## src/rtl/risc_isa_pkg.sv

```systemverilog
// Shared ISA definitions for the 16-bit instruction format: opcodes, field
// positions, loader error codes and loader FSM states.
package risc_isa_pkg;

  localparam logic [3:0] OP_RTYPE_MAX = 4'd4;
  localparam logic [3:0] OP_BEQ       = 4'd5;
  localparam logic [3:0] OP_LOAD      = 4'd6;

  // Nibble positions within the 16-bit instruction word.
  localparam int FLD_OP_LSB = 12;
  localparam int FLD_A_LSB  = 8;
  localparam int FLD_B_LSB  = 4;
  localparam int FLD_C_LSB  = 0;

  localparam logic [1:0] ERR_NONE    = 2'b00;
  localparam logic [1:0] ERR_ILL_OP  = 2'b01;
  localparam logic [1:0] ERR_IMM_OVF = 2'b10;

  typedef enum logic [1:0] {
    ST_IDLE  = 2'd0,
    ST_RUN   = 2'd1,
    ST_FLUSH = 2'd2
  } loader_state_e;

endpackage

```

## src/rtl/instr_encode.sv

```systemverilog
// Combinational instruction packer: fields in, 16-bit word out, with flags
// telling whether the word is writable or the immediate does not fit.
module instr_encode
  import risc_isa_pkg::*;
(
  input  logic [3:0]  i_opcode,
  input  logic [3:0]  i_rs,
  input  logic [3:0]  i_rt,
  input  logic [3:0]  i_rd,
  input  logic [7:0]  i_imm,
  output logic [15:0] o_word,
  output logic        o_legal,
  output logic        o_imm_ovf
);

  // Opcode-dependent field placement; LOAD puts the destination ahead of the base.
  always_comb begin
    o_word    = 16'h0000;
    o_legal   = 1'b0;
    o_imm_ovf = 1'b0;
    o_word[FLD_OP_LSB +: 4] = i_opcode;
    if (i_opcode <= OP_RTYPE_MAX) begin
      o_word[FLD_A_LSB +: 4] = i_rs;
      o_word[FLD_B_LSB +: 4] = i_rt;
      o_word[FLD_C_LSB +: 4] = i_rd;
      o_legal = 1'b1;
    end else if (i_opcode == OP_BEQ) begin
      o_word[FLD_A_LSB +: 4] = i_rs;
      o_word[FLD_B_LSB +: 4] = i_rt;
      o_word[FLD_C_LSB +: 4] = i_imm[3:0];
      o_imm_ovf = |i_imm[7:4];
      o_legal   = ~(|i_imm[7:4]);
    end else if (i_opcode == OP_LOAD) begin
      o_word[FLD_A_LSB +: 4] = i_rd;
      o_word[FLD_B_LSB +: 4] = i_rs;
      o_word[FLD_C_LSB +: 4] = i_imm[3:0];
      o_imm_ovf = |i_imm[7:4];
      o_legal   = ~(|i_imm[7:4]);
    end else begin
      o_legal = 1'b0;
    end
  end

endmodule

```

## src/rtl/instr_mem_loader.sv

```systemverilog
// Streams instruction fields in, encodes them and writes them sequentially
// into instruction memory from a base address; flags unencodable beats.
module instr_mem_loader
  import risc_isa_pkg::*;
#(
  parameter int ADDR_W = 8
) (
  input  logic              clk,
  input  logic              rst_n,
  input  logic              start,
  input  logic [ADDR_W-1:0] base_addr,
  input  logic [ADDR_W-1:0] length,
  input  logic              in_valid,
  output logic              in_ready,
  input  logic [3:0]        in_opcode,
  input  logic [3:0]        in_rs,
  input  logic [3:0]        in_rt,
  input  logic [3:0]        in_rd,
  input  logic [7:0]        in_imm,
  output logic              mem_we,
  input  logic              mem_ready,
  output logic [ADDR_W-1:0] mem_addr,
  output logic [15:0]       mem_wdata,
  output logic              busy,
  output logic              done,
  output logic [1:0]        err_code
);

  loader_state_e     r_state;
  loader_state_e     w_next;
  logic [ADDR_W-1:0] r_base;
  logic [ADDR_W-1:0] r_len;
  logic [ADDR_W-1:0] r_cnt;
  logic              r_we;
  logic [ADDR_W-1:0] r_addr;
  logic [15:0]       r_wdata;
  logic              r_busy;
  logic              r_done;
  logic [1:0]        r_err;

  logic [15:0] w_word;
  logic        w_legal;
  logic        w_imm_ovf;
  logic        w_acc;
  logic        w_wr_done;
  logic        w_last;

  instr_encode u_encode (
    .i_opcode  (in_opcode),
    .i_rs      (in_rs),
    .i_rt      (in_rt),
    .i_rd      (in_rd),
    .i_imm     (in_imm),
    .o_word    (w_word),
    .o_legal   (w_legal),
    .o_imm_ovf (w_imm_ovf)
  );

  // A held write that completes this cycle frees the output register for a new beat.
  assign in_ready  = (r_state == ST_RUN) && (r_cnt < r_len) && (!r_we || mem_ready);
  assign w_acc     = in_valid && in_ready;
  assign w_wr_done = r_we && mem_ready;
  assign w_last    = w_acc && w_legal && ((r_cnt + {{(ADDR_W-1){1'b0}}, 1'b1}) == r_len);

  // FSM state register.
  always_ff @(posedge clk or negedge rst_n) begin
    if (!rst_n) begin
      r_state <= ST_IDLE;
    end else begin
      r_state <= w_next;
    end
  end

  // Next-state logic.
  always_comb begin
    w_next = r_state;
    case (r_state)
      ST_IDLE: begin
        if (start && (length != {ADDR_W{1'b0}})) w_next = ST_RUN;
        else                                     w_next = ST_IDLE;
      end
      ST_RUN: begin
        if (w_last) w_next = ST_FLUSH;
        else        w_next = ST_RUN;
      end
      ST_FLUSH: begin
        if (w_wr_done) w_next = ST_IDLE;
        else           w_next = ST_FLUSH;
      end
      default: w_next = ST_IDLE;
    endcase
  end

  // Session registers, write output register and sticky error.
  always_ff @(posedge clk or negedge rst_n) begin
    if (!rst_n) begin
      r_base  <= {ADDR_W{1'b0}};
      r_len   <= {ADDR_W{1'b0}};
      r_cnt   <= {ADDR_W{1'b0}};
      r_we    <= 1'b0;
      r_addr  <= {ADDR_W{1'b0}};
      r_wdata <= 16'h0000;
      r_busy  <= 1'b0;
      r_done  <= 1'b0;
      r_err   <= ERR_NONE;
    end else begin
      r_done <= 1'b0;
      if (r_state == ST_IDLE) begin
        if (start) begin
          r_base <= base_addr;
          r_len  <= length;
          r_cnt  <= {ADDR_W{1'b0}};
          r_err  <= ERR_NONE;
          r_busy <= (length != {ADDR_W{1'b0}});
          r_done <= (length == {ADDR_W{1'b0}});
        end
      end else begin
        if (w_wr_done) r_we <= 1'b0;
        if (w_acc) begin
          if (w_legal) begin
            r_we    <= 1'b1;
            r_addr  <= r_base + r_cnt;
            r_wdata <= w_word;
            r_cnt   <= r_cnt + {{(ADDR_W-1){1'b0}}, 1'b1};
          end else if (r_err == ERR_NONE) begin
            r_err <= w_imm_ovf ? ERR_IMM_OVF : ERR_ILL_OP;
          end
        end
        if ((r_state == ST_FLUSH) && w_wr_done) begin
          r_busy <= 1'b0;
          r_done <= 1'b1;
        end
      end
    end
  end

  assign mem_we    = r_we;
  assign mem_addr  = r_addr;
  assign mem_wdata = r_wdata;
  assign busy      = r_busy;
  assign done      = r_done;
  assign err_code  = r_err;

endmodule
```

## config.mk

```make
export PLATFORM = sky130hd
export DESIGN_NAME = instr_mem_loader
export DESIGN_NICKNAME = d
export VERILOG_FILES = /design/src/rtl/risc_isa_pkg.sv /design/src/rtl/instr_encode.sv /design/src/rtl/instr_mem_loader.sv
export SDC_FILE = /design/constraint.sdc
export NUM_CORES = 1
export LEC_CHECK = 0
export CORE_MARGIN = 2
export CORE_UTILIZATION = 54
export DETAILED_ROUTE_END_ITERATION = 10
export PLACE_DENSITY_LB_ADDON = 0.25
export SLEW_MARGIN = 20
export SYNTH_ARGS = -nofsm -noshare
export SYNTH_HDL_FRONTEND = slang
export SYNTH_SLANG_ARGS = --single-unit
```

## constraint.sdc

```tcl
create_clock -name clk -period 5.7 [get_ports clk]
set_input_delay 0.855 -clock clk [delete_from_list [all_inputs] [get_ports clk]]
set_output_delay 0.855 -clock clk [all_outputs]
set_load 0.1 [all_outputs]
```

# Word-level counts from Yosys, hierarchy flattened
# Cells that the tools add are included.
# word_totals
ff_bits	55
out_inout_bits	30
# op_classes
n_addsub	2
order_cmp	2
n_eq_ne	7
n_mux	32
bitwise_logic	2
reduce_logical	24
# ops
cell	n
12-bit two-way mux	3
8-bit two-way mux	4
1-bit two-way mux	16
2-bit two-way mux	8
8-bit by 1-bit adder with 8-bit output (second input constant)	1
8-bit adder	1
4-bit by 3-bit == test with 1-bit output (second input constant)	2
8-bit == test	1
1-bit logical AND	8
8-bit zero test	1
8-bit less-than comparator	1
2-bit nonzero test	4
8-bit nonzero test	1
2-bit case mux with 3 select lines	1
3-bit AND reduction	2
4-bit by 3-bit less-or-equal comparator with 1-bit output (second input constant)	1
2-bit zero test	2
2-bit AND reduction	2
4-bit AND reduction	1
4-bit OR reduction	1
2-bit by 1-bit == test with 1-bit output (second input constant)	1
2-bit == test (second input constant)	1
2-bit by 1-bit != test with 1-bit output (second input constant)	1
2-bit != test (second input constant)	1
3 further kinds	4

# Logic depth before layout (Yosys ltp)
# depth
ltp_word	9
depth_mapped	9

# By module
# From an unflattened synthesis, not the netlist that was laid out.
# unflattened
hier_cells	320
area_unflattened_um2	3455.8
# by_module_without_submodules
module	n_inst	cells_each	area_per_inst_um2
instr_mem_loader	1	267	3060.4
instr_encode	1	53	395.4

# Worst setup path after synthesis
# Ideal clock, no wire load.
# synth_timing
kind	reg2out
from	register r_cnt[1]
to	output port in_ready
arrival_time_ns	2.519
t_required_ns	4.845
setup_slack_ns	2.326
path_stages_with_launch	6
n_path_buf	0
path_cell_list	dfrtp_1 ha_1 nor2b_1 o31ai_1 a221oi_1 nor2_1
# synth_between
elab_chain_cells	3
# synth_rtl
item	line_no	rtl
start: declaration	instr_mem_loader.sv:33	logic [ADDR_W-1:0] r_cnt;
start signal: assignment	instr_mem_loader.sv:99	r_cnt <= {ADDR_W{1'b0}};
start signal: assignment	instr_mem_loader.sv:112	r_cnt <= {ADDR_W{1'b0}};
start signal: assignment	instr_mem_loader.sv:124	r_cnt <= r_cnt + {{(ADDR_W-1){1'b0}}, 1'b1};
8-bit less-than comparator	instr_mem_loader.sv:60	assign in_ready = (r_state == ST_RUN) && (r_cnt < r_len) && (!r_we || mem_ready);
1-bit logical AND (2 in series)	instr_mem_loader.sv:60	
end: declaration	instr_mem_loader.sv:14	output logic in_ready,
# No other way between the ends.

# Worst setup path after layout
# Ends and elaborated chain as after synthesis.

==> impl_results.md <==
* Top cell type's share of synthesized area at a little over two fifths
* CP Launch Type: flip-flop
* Post-CTS Setup Bufs at 0
* Initial antenna violation count at 0
* Aggregate global routing overflow at 0
* Die Width at about 80 um
* Largest net degree at the start of global routing at 56
* CP max stage delay at 1160 ps
* CP Data Required Time at between 4000 and 5000 ps
* # resized after CTS at 0
* Worst reg2reg setup slack at approximately 2600 ps
* Setup_tns at 0 ps
* GRT Util Overall at about 23%
* Vias in the first global route at between 2000 and 2500
* Hold Crit Class: reg -> reg
* Synth Cell Area at between 3000 and 4000 um2
* Via Count at around 2600
* Sequential share of the synthesized area at ~44%
* Yosys warnings at 0
* Most used DFF post-synth: dfrtp_1
* Fin crit share at 70.2%
* Final Core Density at 72.1%
* RSZ-0062 raised after global routing: false
* Outcome: completed
* Area Growth Syn to Fin at 27.8%
* Fin worst setup slack at between 1500 and 2000 ps
* Synth cell count leaders: 55 x dfrtp_1, 29 x o21ai_0, 23 x mux2_2
* Slowest cell on crit path: clkdlybuf4s50_1
* Unique masters post-synth at between 40 and 50
* Antenna Nets Post-Route at 0
* First-pass GRT wire length at ~12 mm
* Peak supply drop at between 400 and 500 uV
* Worst Hold Depth at 1
* Fraction of registers with async set/reset at between 90% and 100%
* Max-slew violations at 0
* H-tree levels at 2
* Total wire length at slightly above 7 mm
* Core footprint at roughly 5600 um2
* RR Startpoint: r_cnt[7]
* Worst slew pin tran at 1040 ps
* Final Instance Count excl. Fillers at roughly 450
* Reg2Reg Depth at 6
* Clk sinks at 55
* WL/cell at roughly 16 um
* Initial Utilization at approximately 56%
* Die area at roughly 6400 um2
* Fraction of layout cells with a size suffix above 1 at around an eighth
* I/O pin count at 75
* CTS Hold Bufs at 0
* Synth area leaders: dfrtp_1 44%, mux2_2 8.2%, ha_1 6.4%, o21ai_0 4.6%, o31ai_1 3.8%
* Clock skew at around 5.4 ps
* RR Endpoint: r_cnt[2]
* Vias per inst at a little under 6
* Worst skew pair latency at 310 ps
* Drt initial violations at approximately 170
* Fmax at 250 MHz
* CTS Buf Count at 5
* Port bufs at 74
* Total power at roughly 2.4 mW
* CTS Root Cell: clkbuf_8
* Max-Cap Viols at 0
* RePlAce Congestion at around 0.84
* Post-synth EDFFs at 0
* Crit Path Category: reg -> out
* Tmin final at roughly 4000 ps
* Post-Syn Area per Cell at a little over 10 um2
* Longest Clk Path Bufs at 2
* Hpwl dp at about 5.1 mm
* Fin. Hold Viols at 0
* Critical Path End Type: output pin
* Synthesized net count at around 370
* Fin nets at 436
* Die Y at ~80 um
* Cell taking the most area after synthesis: dfrtp_1
* DP Worst Slack at 1620 ps
* Worst-case hold path end point: mem_wdata[15]
* CP Max Fanout at 28
* TritonRoute pass-1 iters at 4
* Number of synthesized register bits at between 50 and 60
* Hold path startpoint: mem_wdata[15]
* Post-Place Cells at between 400 and 500
* DRC violations left at 0
* Power Dens Cells at 599 nW/um2
* ANT cells at 0
* Max-slew headroom at between 30% and 40%
* Synth Instances at around 300
* CTS tree: built
* Rows at 27
* Worst Path Arrival at between 3000 and 4000 ps
* Leak pwr at 1.67 nW
* Reg clk slew, reported paths at roughly 100 ps
* Finish-stage setup viols at 0
* Ordered cell list for the critical path: ha_1, nor2b_1, o31ai_1, a221oi_2, buf_4, nor2_1, clkdlybuf4s50_1
* Count leader, synth: dfrtp_1
stage by stage:
stage	instance area (um2)	hold WS, ps
after floorplan	3140	479
after global placement	3920	476
after detailed placement	3920	487
after CTS	4020	510
after global routing	4020	536
final	4020	510
worst max-delay path: cells and delay by family, from the launching register on:
kind	cells	cell delay, ps
and+or+nand+nor	2	310
adders and majority gates	1	290
DFF	1	460
buffers and inverters	2	1390
AOI/OAI and AO/OA	2	380
cell type report:
cell class	count	area [um2]
repair buffers	76	751
well taps	72	90.1
fillers	425	1560
inverters	17	63.8
clock buffers	6	82.6
flip-flops and latches	55	1380
multi-input cells	219	1640
clock inverters	2	16.3
sequential cells by signal, indices dropped and copies added, names as in the netlist:
| name | flops |
|---|---|
| busy | 1 |
| mem_addr | 8 |
| r_cnt | 8 |
| err_code | 2 |
| done | 1 |
| mem_we | 1 |
| r_state | 2 |
| r_base | 8 |
| mem_wdata | 16 |
| r_len | 8 |
per-layer routing:
layer  track usage (%)  vias up  wire, um
met3              3.93       10       364
met2              38.6       70      3470
li1                  -     1274         -
met5                 0        -         0
met4              6.27        0       110
met1              30.1     1274      3220
report_power, final:
part | internal [mW] | switching, mW | total [mW]
logic | 0.454 | 1.05 | 1.50
registers | 0.545 | 0.128 | 0.673
clock network | 0.0995 | 0.131 | 0.230
total | 1.10 | 1.31 | 2.41
cells by family (layout without fill, tap and decap cells):
group | Yosys count | after routing | share of synthesized area [%]
mux | 24 | 24 | 8.56
buf+inv | 32 | 101 | 4.34
xor+xnor | 16 | 16 | 4.46
fa+ha+maj | 18 | 18 | 7.36
simple gates | 70 | 70 | 12.4
compound gates | 91 | 91 | 19.1
flops | 55 | 55 | 43.8
placed cells by master, fill, tap and decap left out, drive strengths merged, types with 6 or more instances in the layout:
master         count
a211oi             7
nor3b              8
nand3              6
clkdlybuf4s50     73
ha                16
clkbuf             6
mux2              23
dfrtp             55
a21oi             13
nor2              12
xor2               9
o31ai             16
nand2             15
inv               17
xnor2              7
o21ai             29
worst max-delay path by stage:
| stage | from | end | slack [ps] | cells past startpoint |
|---|---|---|---|---|
| finish | r_cnt[1] | in_ready | 1700 | 7 |
| global route | r_len[1] | in_ready | 1560 | 8 |
| CTS | r_cnt[1] | in_ready | 1680 | 7 |
| detailed placement | in_imm[5] | r_cnt[2] | 1620 | 6 |
| global placement | in_imm[5] | r_cnt[2] | 1640 | 6 |
| floorplan | r_cnt[1] | in_ready | 2330 | 5 |
No activity file was read; power rests on OpenSTA's default activity.
